File: config.mk
export PLATFORM = sky130hd
export DESIGN_NAME = taillight_ctrl
export DESIGN_NICKNAME = d
export VERILOG_FILES = /design/src/rtl/taillight_pkg.sv /design/src/rtl/taillight_ctrl_switch_conditioner.sv /design/src/rtl/taillight_ctrl.sv
export SDC_FILE = /design/constraint.sdc
export NUM_CORES = 1
export LEC_CHECK = 0
export BUFFER_PORTS_ARGS = -buffer_cell sky130_fd_sc_hd__buf_2
export CAP_MARGIN = 20
export CELL_PAD_IN_SITES_DETAIL_PLACEMENT = 1
export CELL_PAD_IN_SITES_GLOBAL_PLACEMENT = 2
export CORE_UTILIZATION = 42
export CTS_CLUSTER_SIZE = 25
export DETAILED_ROUTE_END_ITERATION = 8
export PLACE_DENSITY = 0.92
export SLEW_MARGIN = 20
export SYNTH_ARGS = -nofsm -noshare
export SYNTH_HDL_FRONTEND = slang
export SYNTH_SLANG_ARGS = --single-unit
File: constraint.sdc
create_clock -name Clock -period 6.7 [get_ports Clock]
set_clock_uncertainty 0.05 [all_clocks]
set_input_delay 0.335 -clock Clock [delete_from_list [all_inputs] [get_ports Clock]]
set_output_delay 0.335 -clock Clock [all_outputs]
set_load 0.005 [all_outputs]
File: src/rtl/taillight_pkg.sv
// Shared grant-state type, sequence lengths and lamp encodings for the tail-light controller.
package taillight_pkg;

  typedef enum logic [1:0] {
    IDLE  = 2'd0,
    LEFT  = 2'd1,
    RIGHT = 2'd2,
    HAZ   = 2'd3
  } grant_t;

  localparam int LR_TICKS  = 4;
  localparam int HAZ_TICKS = 2;

  localparam logic [2:0] LRH_IDLE  = 3'b000;
  localparam logic [2:0] LRH_LEFT  = 3'b100;
  localparam logic [2:0] LRH_RIGHT = 3'b010;
  localparam logic [2:0] LRH_HAZ   = 3'b001;

  function automatic logic [2:0] lrh_of(input grant_t g);
    logic [2:0] v;
    case (g)
      IDLE:    v = LRH_IDLE;
      LEFT:    v = LRH_LEFT;
      RIGHT:   v = LRH_RIGHT;
      HAZ:     v = LRH_HAZ;
      default: v = LRH_IDLE;
    endcase
    return v;
  endfunction

  // Hazard wins; left and right together cancel each other out.
  function automatic grant_t arbitrate(input logic l, input logic r, input logic h);
    grant_t g;
    if (h) begin
      g = HAZ;
    end else if (l && !r) begin
      g = LEFT;
    end else if (r && !l) begin
      g = RIGHT;
    end else begin
      g = IDLE;
    end
    return g;
  endfunction

endpackage

File: src/rtl/taillight_ctrl_switch_conditioner.sv
// Two-flop synchronizer for one raw switch, followed by an optional stability filter
// enabled by TAILLIGHT_DEBOUNCE_EN.
module switch_conditioner #(
  parameter int DEB_CYCLES = 1
) (
  input  logic clk,
  input  logic rst,
  input  logic sw,
  output logic level
);

  logic meta;
  logic sync;

  // Two-stage synchronizer into the clock domain.
  always_ff @(posedge clk or posedge rst) begin
    if (rst) begin
      meta <= 1'b0;
      sync <= 1'b0;
    end else begin
      meta <= sw;
      sync <= meta;
    end
  end

`ifdef TAILLIGHT_DEBOUNCE_EN
  localparam int CW = (DEB_CYCLES > 1) ? $clog2(DEB_CYCLES) : 1;

  logic [CW-1:0] cnt;
  logic          stable;

  // Counts consecutive samples that disagree with the accepted level; any agreeing sample restarts it.
  always_ff @(posedge clk or posedge rst) begin
    if (rst) begin
      cnt    <= {CW{1'b0}};
      stable <= 1'b0;
    end else if (sync == stable) begin
      cnt <= {CW{1'b0}};
    end else if (cnt == CW'(DEB_CYCLES - 1)) begin
      cnt    <= {CW{1'b0}};
      stable <= sync;
    end else begin
      cnt <= cnt + {{(CW-1){1'b0}}, 1'b1};
    end
  end

  assign level = stable;
`else
  assign level = sync;
`endif

  if (DEB_CYCLES < 1) begin : g_bad_deb
    $error("switch_conditioner: DEB_CYCLES must be at least 1");
  end

endmodule

File: src/rtl/taillight_ctrl.sv
// Tail-light command arbiter: enable-tick divider plus left/right/hazard grant sequencing.
// Optional switch debouncing is selected with TAILLIGHT_DEBOUNCE_EN.
module taillight_ctrl
  import taillight_pkg::*;
#(
  parameter int DIV_CYCLES = 12500000,
  parameter int DEB_CYCLES = 500000
) (
  input  logic       Clock,
  input  logic       Reset,
  input  logic       LeftSw,
  input  logic       RightSw,
  input  logic       HazardSw,
  output logic       Enable,
  output logic       L,
  output logic       R,
  output logic       H,
  output logic [1:0] Mode
);

  localparam int DW = (DIV_CYCLES > 2) ? $clog2(DIV_CYCLES) : 1;

  logic          left_req;
  logic          right_req;
  logic          haz_req;
  logic [DW-1:0] div_cnt;
  logic [DW-1:0] div_next;
  logic          enable;
  grant_t        state;
  grant_t        state_next;
  logic [1:0]    phase;
  logic [1:0]    phase_next;
  logic          restart;
  logic [2:0]    lrh;

  switch_conditioner #(.DEB_CYCLES(DEB_CYCLES)) u_cond_left (
    .clk(Clock), .rst(Reset), .sw(LeftSw), .level(left_req)
  );
  switch_conditioner #(.DEB_CYCLES(DEB_CYCLES)) u_cond_right (
    .clk(Clock), .rst(Reset), .sw(RightSw), .level(right_req)
  );
  switch_conditioner #(.DEB_CYCLES(DEB_CYCLES)) u_cond_haz (
    .clk(Clock), .rst(Reset), .sw(HazardSw), .level(haz_req)
  );

  // Next divider value, wrapping at the terminal count.
  always_comb begin
    div_next = div_cnt + {{(DW-1){1'b0}}, 1'b1};
    if (div_cnt == DW'(DIV_CYCLES - 1)) begin
      div_next = {DW{1'b0}};
    end else begin
      div_next = div_cnt + {{(DW-1){1'b0}}, 1'b1};
    end
  end

  // Divider and registered strobe: Enable is high exactly while the counter sits at its terminal count.
  always_ff @(posedge Clock or posedge Reset) begin
    if (Reset) begin
      div_cnt <= {DW{1'b0}};
      enable  <= 1'b0;
    end else begin
      div_cnt <= div_next;
      enable  <= (div_next == DW'(DIV_CYCLES - 1));
    end
  end

  // Grant next-state: hold a sequence for its length, preempt left/right on hazard.
  always_comb begin
    state_next = state;
    restart    = 1'b0;
    phase_next = phase + 2'd1;
    case (state)
      IDLE: begin
        state_next = arbitrate(left_req, right_req, haz_req);
        restart    = 1'b1;
      end
      LEFT, RIGHT: begin
        if (haz_req) begin
          state_next = HAZ;
          restart    = 1'b1;
        end else if (phase == 2'(LR_TICKS - 1)) begin
          state_next = arbitrate(left_req, right_req, haz_req);
          restart    = 1'b1;
        end else begin
          state_next = state;
          restart    = 1'b0;
        end
      end
      HAZ: begin
        if (phase == 2'(HAZ_TICKS - 1)) begin
          state_next = arbitrate(left_req, right_req, haz_req);
          restart    = 1'b1;
        end else begin
          state_next = state;
          restart    = 1'b0;
        end
      end
      default: begin
        state_next = IDLE;
        restart    = 1'b1;
      end
    endcase
    if (restart || (state_next != state)) begin
      phase_next = 2'd0;
    end else begin
      phase_next = phase + 2'd1;
    end
  end

  // Grant, phase and lamp commands advance only on the edge that closes an Enable cycle.
  always_ff @(posedge Clock or posedge Reset) begin
    if (Reset) begin
      state <= IDLE;
      phase <= 2'd0;
      lrh   <= LRH_IDLE;
    end else if (enable) begin
      state <= state_next;
      phase <= phase_next;
      lrh   <= lrh_of(state_next);
    end
  end

  assign Enable    = enable;
  assign {L, R, H} = lrh;
  assign Mode      = state;

  if (DIV_CYCLES < 2) begin : g_bad_div
    $error("taillight_ctrl: DIV_CYCLES must be at least 2");
  end

endmodule

==> metrics <==
Skew-Pair Late Insertion Delay=0.29 ns; setup TNS=0 ns; r2r setup slk=3.94 ns; area leader, netlist=dfrtp_1; FF+latch area=951 µm²; worst path cell trace=ha_1, nand4_1, or4_4, o21ai_2, or4b_1, a2111oi_0, and4_1; initial core utilization=44.4%; Final nets=223; post-synthesis average cell area=9.76 µm²; CTS Buffer Depth=2; Resized Gates After CTS=0; Leakage=0.000967 µW; crit path DAT=2.95 ns; Cell Pwr Density=186 mW/mm²; Setup Fix Bufs, Post-CTS=0; ant diodes=0; number of global-route vias before repair=1581; GP Congestion=0.899; RR Endpoint=Enable$_DFF_PP0_; sequential cell area fraction in the yosys report=48.5%; 1st-iter DRT viols=32; Req. time, crit path=6.88 ns; layout cells sized above 1=11.7%; Core ar.=0.00441 mm²; uppermost layer routed=met4; Crit-path slowest cell=or4_4; CTS sink count=38; CTS Hold Bufs=0; Mapped Nets=211; grt total ovfl=0; CP top delay family=simple AND/OR/NAND/NOR gates; Die ar.=0.00495 mm²; Synth Register Bits=38; Final min period=2.76 ns; drt wl/cell=15.5 µm; Final setup viols=0; Worst R2R Path Depth=7; Adder-Cell Fraction of Synth Area=3.19%; worst vdd ir=0.0000983 V; RR Startpoint=div_cnt[0]$_DFF_PP0_; Initial DRT Pass Iterations=4; CTS Buf Count=5; Vias/cell=5.54; die height=70.3 µm; Total Power Consumption=403 µW; Setup crit end kind=register; number of synthesized flops with an enable pin=0; M1 WL=1800 µm; CTS clk-pin slew, worst paths=0.08 ns; Final Instance Area=0.00217 mm²; H-Tree Depth=2; synthesized netlist cell count=201; post-route ant nets=0; vias=1473; DRC Markers=0; CTS tree=done; Worst Setup Path Type=register to register; Tightest Pin Transition=0.861 ns; Total GRT Usage=19.5%; placed cell areas=0.00207 mm²; Synth-to-Final Area Change=10.5%; met3 wire len=135 µm; Yosys warning count=0; Post-Synth XOR/XNOR Area=9.38%; Synth area leaders=dfrtp_1 48%, xnor2_1 5.4%, nor2_1 4.4%; Synth Flop Type=dfrtp_1; period utilization=41.3%; Synth Cell Area=0.00196 mm²; share of the synthesized area in the top cell type=48.5%; main combinational cell family by area after synthesis=simple AND/OR/NAND/NOR gates; simple-gate share of the synthesized area=24.8%; CP bufs+invs=0; CTS root buf=clkbuf_8; initial antenna violation count=0; hold slack=0.0844 ns; Site Rows=24; Slew Limit Fails=0; Max Cap Viol=0; Achievable Freq=362 MHz; first-pass GRT wire length=7540 µm; multi-input logic area=955 µm²; post-DP HPWL=3150 µm; RSZ-0062 raised after global routing=false; post-synthesis mux area share=1.53%; Yosys cell types=41; Async SR Flop Fraction=100%; complex-gate fraction of the synthesized area=8.99%; PortBufs=10; crit-path max FO=6; Hold Violations, Final=0; largest net degree at the start of global routing=39; metal2 WL=2110 µm; status=completed; filler cell count=520; die width=70.3 µm; CP Launch Type=register; min-delay worst type=input port to async pin; I/O pin count=11; max incr delay on CP=0.54 ns; slew margin rel.=42.2%; WL final=4120 µm
area by class of cell:
class | instances | share of cell area (%)
Tap cell | 52 | 3.00
Clock inverter | 2 | 0.577
Multi-Input combinational cell | 145 | 44.0
Timing Repair Buffer | 11 | 2.65
Clock buffer | 6 | 3.81
Inverter | 12 | 2.08
Sequential cell | 38 | 43.9
layout by cell type, fill, tap and decap left out, types with 6 or more instances in the layout:
cell type  count
xnor2_1       12
nor3_1         6
nor2_1        23
buf_2         10
inv_1         12
a21oi_1        7
clkbuf_8       6
nor4_1         6
dfrtp_1       38
nand2_1       17
xor2_1         9
nand4_1        9
registers in the layout, summed over array words and instances, names as in the netlist, 2 cells and up:
name / count
phase: 2
div_cnt: 24
Mode: 2
lrh: 3
cell usage after synthesis, types with 2 or more instances:
library cell,n
a21oi_1,7
and4_1,3
buf_2,3
clkbuf_1,3
dfrtp_1,38
ha_1,5
inv_1,12
mux2i_1,3
nand2_1,17
nand2b_1,5
nand3_1,5
nand4_1,9
nor2_1,23
nor2b_1,2
nor3_1,6
nor4_1,7
nor4bb_1,2
o211ai_1,2
o21ai_0,4
o22ai_1,4
or2_2,2
xnor2_1,12
xor2_1,9
worst min-delay path, delay by kind of cell:
family / cells / cell delay [ns]
buffers and inverters: 3 / 0.52
layer usage:
metal,vias to the layer above,global-route usage [%]
met1,714,24.5
met2,23,32.8
li1,728,-
met5,-,0
met4,0,6.67
met3,8,4.47
per-stage QoR:
stage	setup slack, ns	cells	util (%)
after CTS	3.96	266	49.1
after global routing	3.75	266	49.1
final	3.94	266	49.1
after detailed placement	3.97	258	47.0
after global placement	4.04	258	47.0
after floorplan	4.25	201	-
logic make-up after synthesis:
kind of cell | after synthesis
and+or+nand+nor | 89
DFF | 38
AOI/OAI and AO/OA | 27
xor gates and xnor gates | 21
buffers and inverters | 18
adders and majority gates | 5
muxes | 3
power by group:
group          total, µW  switching, µW  internal [µW]
clock network        163           80.5           82.6
logic               8.18           5.82           2.36
registers            232          0.750            231
total                403           87.1            316
worst max path at each step:
stage / from / endpoint / slack (ns) / depth (start not counted)
2_1_floorplan: div_cnt[0]$_DFF_PP0_ / Enable$_DFF_PP0_ / 4.25 / 7
3_3_place_gp: div_cnt[0]$_DFF_PP0_ / Enable$_DFF_PP0_ / 4.04 / 7
3_5_place_dp: div_cnt[0]$_DFF_PP0_ / Enable$_DFF_PP0_ / 3.97 / 7
4_1_cts: div_cnt[0]$_DFF_PP0_ / Enable$_DFF_PP0_ / 3.96 / 7
5_1_grt: div_cnt[0]$_DFF_PP0_ / Enable$_DFF_PP0_ / 3.75 / 7
6_report: div_cnt[0]$_DFF_PP0_ / Enable$_DFF_PP0_ / 3.94 / 7
Note: power is estimated with default switching activity, not from simulation.
